**src/rtl/uart_tx_pkg.sv**
```systemverilog
// Shared constants and state encoding for the fifo-draining UART transmitter.
package uart_tx_pkg;

  localparam int unsigned DATA_BITS = 8;

  // Parity sense: 0 gives even parity (bit makes total ones even), 1 gives odd.
  localparam logic PARITY_ODD = 1'b0;

  typedef enum logic [2:0] {
    IDLE   = 3'd0,
    FETCH  = 3'd1,
    LOAD   = 3'd2,
    START  = 3'd3,
    DATA   = 3'd4,
    PARITY = 3'd5,
    STOP   = 3'd6
  } state_t;

endpackage

```
**src/rtl/uart_baud_cnt.sv**
```systemverilog
// Bit-period counter: counts 0..CLKS_PER_BIT-1, reloads on each bit boundary,
// held at zero while clear is high. bit_tick marks the last cycle of a bit.
module uart_baud_cnt #(
  parameter int unsigned CLKS_PER_BIT = 16
) (
  input  logic clk,
  input  logic rst,
  input  logic clear,
  output logic bit_tick
);

  localparam int unsigned CNT_W = (CLKS_PER_BIT > 1) ? $clog2(CLKS_PER_BIT) : 1;
  localparam logic [CNT_W-1:0] LAST = CNT_W'(CLKS_PER_BIT - 1);

  logic [CNT_W-1:0] cnt;

  assign bit_tick = !clear && (cnt == LAST);

  // Counter register: cleared outside a frame, reloaded at each bit boundary.
  always_ff @(posedge clk or posedge rst) begin
    if (rst) begin
      cnt <= '0;
    end else if (clear || bit_tick) begin
      cnt <= '0;
    end else begin
      cnt <= cnt + CNT_W'(1);
    end
  end

endmodule

```
**src/rtl/fifo_uart_tx.sv**
```systemverilog
// Drains bytes from an 8-bit synchronous fifo and shifts each out as an
// async-serial frame: start, 8 data bits LSB first, optional parity, stop bit(s).
module fifo_uart_tx
  import uart_tx_pkg::*;
#(
  parameter int unsigned CLKS_PER_BIT = 16,
  parameter int unsigned PARITY_EN    = 0,
  parameter int unsigned STOP_BITS    = 1
) (
  input  logic       clk,
  input  logic       rst,
  input  logic       tx_en,
  input  logic [7:0] buf_out,
  input  logic       buf_empty,
  output logic       rd_en,
  output logic       tx,
  output logic       busy,
  output logic       byte_done
);

  localparam logic [2:0] LAST_DATA = 3'(DATA_BITS - 1);
  localparam logic [2:0] LAST_STOP = 3'(STOP_BITS - 1);

  state_t     state, state_n;
  logic [7:0] shift, shift_n;
  logic [2:0] bit_cnt, bit_cnt_n;
  logic       par_bit, par_bit_n;
  logic       tx_n;
  logic       baud_clr;
  logic       bit_tick;
  logic       frame_go;

  assign frame_go  = tx_en && !buf_empty;
  assign baud_clr  = (state == IDLE) || (state == FETCH) || (state == LOAD);
  assign byte_done = (state == STOP) && bit_tick && (bit_cnt == LAST_STOP);

  uart_baud_cnt #(
    .CLKS_PER_BIT(CLKS_PER_BIT)
  ) u_baud (
    .clk     (clk),
    .rst     (rst),
    .clear   (baud_clr),
    .bit_tick(bit_tick)
  );

  // State register.
  always_ff @(posedge clk or posedge rst) begin
    if (rst) begin
      state <= IDLE;
    end else begin
      state <= state_n;
    end
  end

  // Next-state and datapath decode; tx/rd_en/busy are derived from the next
  // state so that they can be registered and still line up with the state.
  always_comb begin
    state_n   = state;
    shift_n   = shift;
    bit_cnt_n = bit_cnt;
    par_bit_n = par_bit;
    case (state)
      IDLE: begin
        if (frame_go) state_n = FETCH;
      end
      FETCH: begin
        state_n = LOAD;
      end
      LOAD: begin
        shift_n   = buf_out;
        par_bit_n = (^buf_out) ^ PARITY_ODD;
        bit_cnt_n = '0;
        state_n   = START;
      end
      START: begin
        if (bit_tick) state_n = DATA;
      end
      DATA: begin
        if (bit_tick) begin
          shift_n = {1'b0, shift[7:1]};
          if (bit_cnt == LAST_DATA) begin
            bit_cnt_n = '0;
            state_n   = (PARITY_EN != 0) ? PARITY : STOP;
          end else begin
            bit_cnt_n = bit_cnt + 3'd1;
          end
        end
      end
      PARITY: begin
        if (bit_tick) state_n = STOP;
      end
      STOP: begin
        if (bit_tick) begin
          if (bit_cnt == LAST_STOP) begin
            bit_cnt_n = '0;
            state_n   = frame_go ? FETCH : IDLE;
          end else begin
            bit_cnt_n = bit_cnt + 3'd1;
          end
        end
      end
      default: begin
        state_n = IDLE;
      end
    endcase

    case (state_n)
      START:   tx_n = 1'b0;
      DATA:    tx_n = shift_n[0];
      PARITY:  tx_n = par_bit_n;
      default: tx_n = 1'b1;
    endcase
  end

  // Datapath and registered outputs.
  always_ff @(posedge clk or posedge rst) begin
    if (rst) begin
      shift   <= '0;
      bit_cnt <= '0;
      par_bit <= 1'b0;
      tx      <= 1'b1;
      rd_en   <= 1'b0;
      busy    <= 1'b0;
    end else begin
      shift   <= shift_n;
      bit_cnt <= bit_cnt_n;
      par_bit <= par_bit_n;
      tx      <= tx_n;
      rd_en   <= (state_n == FETCH);
      busy    <= (state_n != IDLE);
    end
  end

endmodule
```
**config.mk**
```make
export PLATFORM = sky130hd
export DESIGN_NAME = fifo_uart_tx
export DESIGN_NICKNAME = d
export VERILOG_FILES = /design/src/rtl/uart_tx_pkg.sv /design/src/rtl/uart_baud_cnt.sv /design/src/rtl/fifo_uart_tx.sv
export SDC_FILE = /design/constraint.sdc
export NUM_CORES = 1
export LEC_CHECK = 0
export ABC_AREA = 1
export CORE_UTILIZATION = 49
export CTS_CLUSTER_SIZE = 16
export DETAILED_ROUTE_END_ITERATION = 6
export GPL_ROUTABILITY_DRIVEN = 0
export PLACE_DENSITY_LB_ADDON = 0.2
export SKIP_LAST_GASP = 1
export SLEW_MARGIN = 30
export SYNTH_ARGS = -nofsm -noshare
export SYNTH_HDL_FRONTEND = slang
export SYNTH_HIERARCHICAL = 1
export SYNTH_SLANG_ARGS = --single-unit
```
**constraint.sdc**
```tcl
create_clock -name clk -period 5.5 [get_ports clk]
set_input_delay 0.55 -clock clk [delete_from_list [all_inputs] [get_ports clk]]
set_output_delay 0.55 -clock clk [all_outputs]
set_load 0.01 [all_outputs]
```
# Yosys cells after proc, flatten, opt, wreduce, memory -nomap -nowiden
# Index checks and enable logic that the tools add are counted.
[word_totals] ff_bits=22 elab_cells=61
[classes] add_sub_neg=2 eq_ne=14 muxes=19 reduce_logical=17
[op_table] operator="3-bit 2-to-1 mux" n=11
[op_table] operator="3-bit one-hot mux with 7 select lines" n=1
[op_table] operator="3-bit equality test, second input constant" n=6
[op_table] operator="8-bit one-hot mux with 2 select lines" n=1
[op_table] operator="3-bit by 2-bit equality test with 1-bit output, second input constant" n=3
[op_table] operator="3-bit one-hot mux with 3 select lines" n=1
[op_table] operator="8-bit 2-to-1 mux" n=1
[op_table] operator="8-bit XOR reduction" n=1
[op_table] operator="3-bit by 1-bit equality test with 1-bit output, second input constant" n=2
[op_table] operator="3-bit zero test" n=2
[op_table] operator="3-bit nonzero test" n=2
[op_table] operator="4-bit by 1-bit adder with 4-bit output, second input constant" n=1
[op_table] operator="4-bit equality test, second input constant" n=1
[op_table] operator="1-bit logical AND" n=4
[op_table] operator="4-bit 2-to-1 mux" n=1
[op_table] operator="2-bit != test, second input constant" n=2
[op_table] operator="3-bit by 1-bit adder with 3-bit output, second input constant" n=1
[op_table] operator="1-bit logical OR" n=3
[op_table] operator="1-bit one-hot mux with 3 select lines" n=1
[op_table] operator="3-bit AND reduction" n=1
[op_table] operator="1-bit zero test" n=2
[op_table] operator="1-bit 2-to-1 mux" n=2
[op_table] operator="2-bit AND reduction" n=1
[op_table] operator="2-bit nonzero test" n=1

# Depth between registers and ports, before layout
[logic_depth] depth_word=9 mapped_depth=14 ltp_nobuf=12

# Cells and area by module
# The synthesis kept the hierarchy.
[by_module_without_submodules] mod="fifo_uart_tx" n_inst=1 cells_per_inst=166 area_each_um2=1183.6
[by_module_without_submodules] mod="uart_baud_cnt" n_inst=1 cells_per_inst=20 area_each_um2=197.7

# Worst setup path before layout
# OpenSTA, ideal clock, no wires.
[synth_timing] path_type="register to output" startpoint="register state[1]" endpoint="output byte_done" t_arrival_ps=1376 t_required_ps=4950 slack_ps=3574 stages_incl_launch_ff=9 path_buffers=2 cell_sequence="dfrtp_1 > buf_4 > nand2_1 > inv_2 > nor2_2 > nor3_1 > buf_6 > nand2_1 > nor3_1"
[synth_between] elab_chain_cells=7 elab_cells_between_ends=10 cone_classes="eq/ne (3); reduce/logical (7)"
[synth_lines] element="from (decl)" line_no="fifo_uart_tx.sv:24" text="state_t state, state_n;"
[synth_lines] element="from (signal assigned)" line_no="fifo_uart_tx.sv:51" text="state <= state_n;"
[synth_lines] element="3-bit by 1-bit equality test with 1-bit output or 3-bit zero test (tied branches)" line_no="fifo_uart_tx.sv:34" text="assign baud_clr = (state == IDLE) || (state == FETCH) || (state == LOAD);"
[synth_lines] element="1-bit logical OR" line_no="fifo_uart_tx.sv:34"
[synth_lines] element="1-bit logical OR (*)" line_no="fifo_uart_tx.sv:34"
[synth_lines] element="net baud_clr" line_no="fifo_uart_tx.sv:29" text="logic baud_clr;"
[synth_lines] element="1-bit zero test (*)" line_no="uart_baud_cnt.sv:17" text="assign bit_tick = !clear && (cnt == LAST);"
[synth_lines] element="1-bit logical AND (*)" line_no="uart_baud_cnt.sv:17"
[synth_lines] element="net bit_tick" line_no="fifo_uart_tx.sv:30" text="logic bit_tick;"
[synth_lines] element="1-bit logical AND (*) (2 in series)" line_no="fifo_uart_tx.sv:35" text="assign byte_done = (state == STOP) && bit_tick && (bit_cnt == LAST_STOP);"
[synth_lines] element="to (decl)" line_no="fifo_uart_tx.sv:18" text="output logic byte_done"
# The timed path passes the listed nets; every way through them passes the cells marked *.

# Worst setup path after layout
# Ends and elaborated chain as after synthesis.

==> results.md <==
- Outcome: completed
- Setup crit start kind: flip-flop
- Mapped Nets: 202
- Worst EP required: 4.95 ns
- Gr usage total: 19.0%
- Reg2Reg Depth: 12
- WHS: 0.437 ns
- Tightest Hold Check Type: input pin to async pin
- Pint: 0.000369 W
- Fraction of layout cells with a size suffix above 1: 12.4%
- Worst Tran Pin Value: 0.807 ns
- Antenna Violating Nets Remaining: 0
- CP Buf/Inv Count: 2
- Max VDD drop: 0.262 mV
- Commonest register cell after synthesis: dfrtp_1
- Crit path arrival time: 2.78 ns
- CTS Root Cell: clkbuf_4
- Fin nets: 219
- Leading cell type in the layout, fill and taps excluded: nand2_1
- Initial antenna violation count: 0
- Final WL: 2490 microns
- Fin cells: 232
- F_max: 300 MHz
- Worst Clk Skew: 0.00465 ns
- Area leader, netlist: dfrtp_1
- CP cell instances: nand2_1, inv_2, nor2_2, nor3_1, nand2_1, nor3_1, clkdlybuf4s50_1
- Critical Path Stages: 7
- Synth Register Bits: 22
- Top cell type's share of synthesized area: 38.0%
- Setup-failing EPs final: 0
- Cell variety after synth: 29
- Fin crit share: 60.6%
- Total chip power: 0.000617 W
- I/O Buffers: 15
- Die area: 0.00304 sq mm
- Critical path type: flip-flop to primary output
- CP max stage delay: 0.69 ns
- Fin crit period: 3.33 ns
- DP Cell Count: 228
- Slew Limit Fails: 0
- Core area: 0.00257 sq mm
- TritonCTS clock tree: yes
- Cell family with most CP delay: simple AND/OR/NAND/NOR gates
- Synth Instances: 186
- Cts hold-fix bufs: 0
- Mapped cell area: 0.00138 sq mm
- Max cap viols: 0
- CTS clk-pin slew, worst paths: 0.13 ns
- Starting Density: 53.8%
- Final hold vios: 0
- Critical Path End Type: primary output
- Top post-synthesis cells by area: dfrtp_1 38%, nand2_1 18%, inv_1 7.1%, o211ai_1 3.8%, ha_1 3.6%
- Pwr Density: 391 mW/mm^2
- Vias per cell: 5.08
- Detail Placement HPWL: 1990 microns
- Setup ws final: 2.17 ns
- Die height: 55.1 microns
- Max FO, Critical Path: 8
- Num rows: 18
- Switch Pwr: 0.000248 W
- Fillers: 216
- TNS Setup: 0 ns
- Dpl ws: 2.56 ns
- Die width: 55.1 microns
- Overflow after GRT: 0
- Drt drc: 0
- Drt wl/cell: 10.7 microns
- Sw frac: 40.1%
- Vias in the first global route: 1006
- Clock buffer depth: 2
- H-tree depth: 1
- Lkg Pwr: 0.794 nW
- RSZ-0062 raised after global routing: false
- Clock net sink count: 22
- Vias: 1179
- Pre-antenna DRT Iters: 4
- Worst skew pair latency: 0.31 ns
- Slew headroom: 45.8%
- Ant diodes: 0
- Comb pwr share: 43.3%
- First-pass GRT wire length: 4080 microns
- I/O pins: 16
- Largest net degree at the start of global routing: 19
- Register area share after synthesis: 39.9%
- Iter 0 DRT Violations: 14
- EDFF count, synth: 0
- Clock power share: 14.7%
- Post-CTS resize count: 0
- Yosys warns: 6
- Post-CTS Setup Bufs: 0
- Reg power frac: 42.0%
- Most frequent cells in the layout: 65 x nand2_1, 26 x inv_1, 21 x dfrtp_1
- Area grow syn2layout: 14.0%
- Synthesized area per cell: 7.43 sq um
- CP max-delay cell: nor3_1
- Total CTS buffers: 3
- Fraction of registers with async set or reset after synthesis: 100%
-- power by group through the flow --
stage | Clock, W | Sequential (W) | Combinational [W]
after floorplan | 0 | 0.000254 | 0.000204
after global placement | 0 | 0.000260 | 0.000257
final | 0.0000906 | 0.000259 | 0.000267
after detailed placement | 0 | 0.000261 | 0.000267
after CTS | 0.0000915 | 0.000258 | 0.000267
after global routing | 0.0000982 | 0.000267 | 0.000302
-- worst reg2reg max path, stage by stage (launching register included) --
cell	delay (ns)
dfrtp_1	0.53
nand2_1	0.13
inv_2	0.09
nor2_2	0.06
nor3_1	0.69
inv_1	0.26
nand2_1	0.12
nor2_1	0.04
a21oi_1	0.12
nand2_1	0.07
nand2_1	0.17
nand4_1	0.11
nand3_1	0.10
-- synth_stat cells, types with 2 or more instances --
| cell type | instances |
|---|---|
| o21ai_0 | 4 |
| nor2_2 | 3 |
| nand2_1 | 65 |
| nand2_2 | 3 |
| inv_1 | 26 |
| buf_6 | 2 |
| inv_2 | 5 |
| nor2_4 | 3 |
| dfrtp_1 | 21 |
| nor3_1 | 4 |
| nor2_1 | 10 |
| o211ai_1 | 7 |
| nand3_1 | 9 |
| nand2_4 | 2 |
| nand4_1 | 4 |
| a21oi_1 | 2 |
| ha_1 | 4 |
-- sequential cells by signal, summed over array words and instances, names as in the netlist --
register and cells:
par_bit 1, tx 1, u_baud/cnt 4, busy 1
shift 8, state 3, rd_en 1, bit_cnt 3
-- final timing paths --
kind	slack, ns	end	from
worst max-delay path	2.17	byte_done	state[1]
worst min-delay path	0.44	u_baud/cnt[0]	rst
worst max register to register	2.96	tx	state[1]
worst min register to register	0.50	u_baud/cnt[0]	u_baud/cnt[0]
max in group asynchronous	4.39	shift[6]	rst
min in group clk	0.50	u_baud/cnt[0]	u_baud/cnt[0]
-- routing by layer --
layer,share of wire [%],vias to the layer above,track usage (%)
met3,3.0,4,3.83
met5,0,-,0
met1,49,541,23.9
met4,0.96,0,5.42
li1,-,611,-
met2,47,23,32.5
-- cell families after synthesis --
| logic type | after synthesis | synth area share [%] |
|---|---|---|
| AND/OR/NAND/NOR | 106 | 36.0 |
| buffers and inverters | 36 | 11.3 |
| flip-flops | 22 | 39.9 |
| AO/OA/AOI/OAI | 18 | 9.15 |
| adder cells (fa/ha/maj) | 4 | 3.62 |
-- metrics by stage --
step / area (sq um) / util (%)
floorplan: 1380 / -
global placement: 1540 / 59.9
detailed placement: 1540 / 59.9
CTS: 1580 / 61.4
global route: 1580 / 61.4
finish: 1580 / 61.4
-- area by class of cell --
type | instances | area, sq um | area share [%]
clock buffers | 4 | 36.3 | 2.30
inverters | 33 | 126 | 8.02
multi-input cells | 128 | 673 | 42.7
flip-flops and latches | 22 | 552 | 35.0
well taps | 30 | 37.5 | 2.38
repair buffers | 15 | 150 | 9.53
Power figures use the tool's default switching activity.
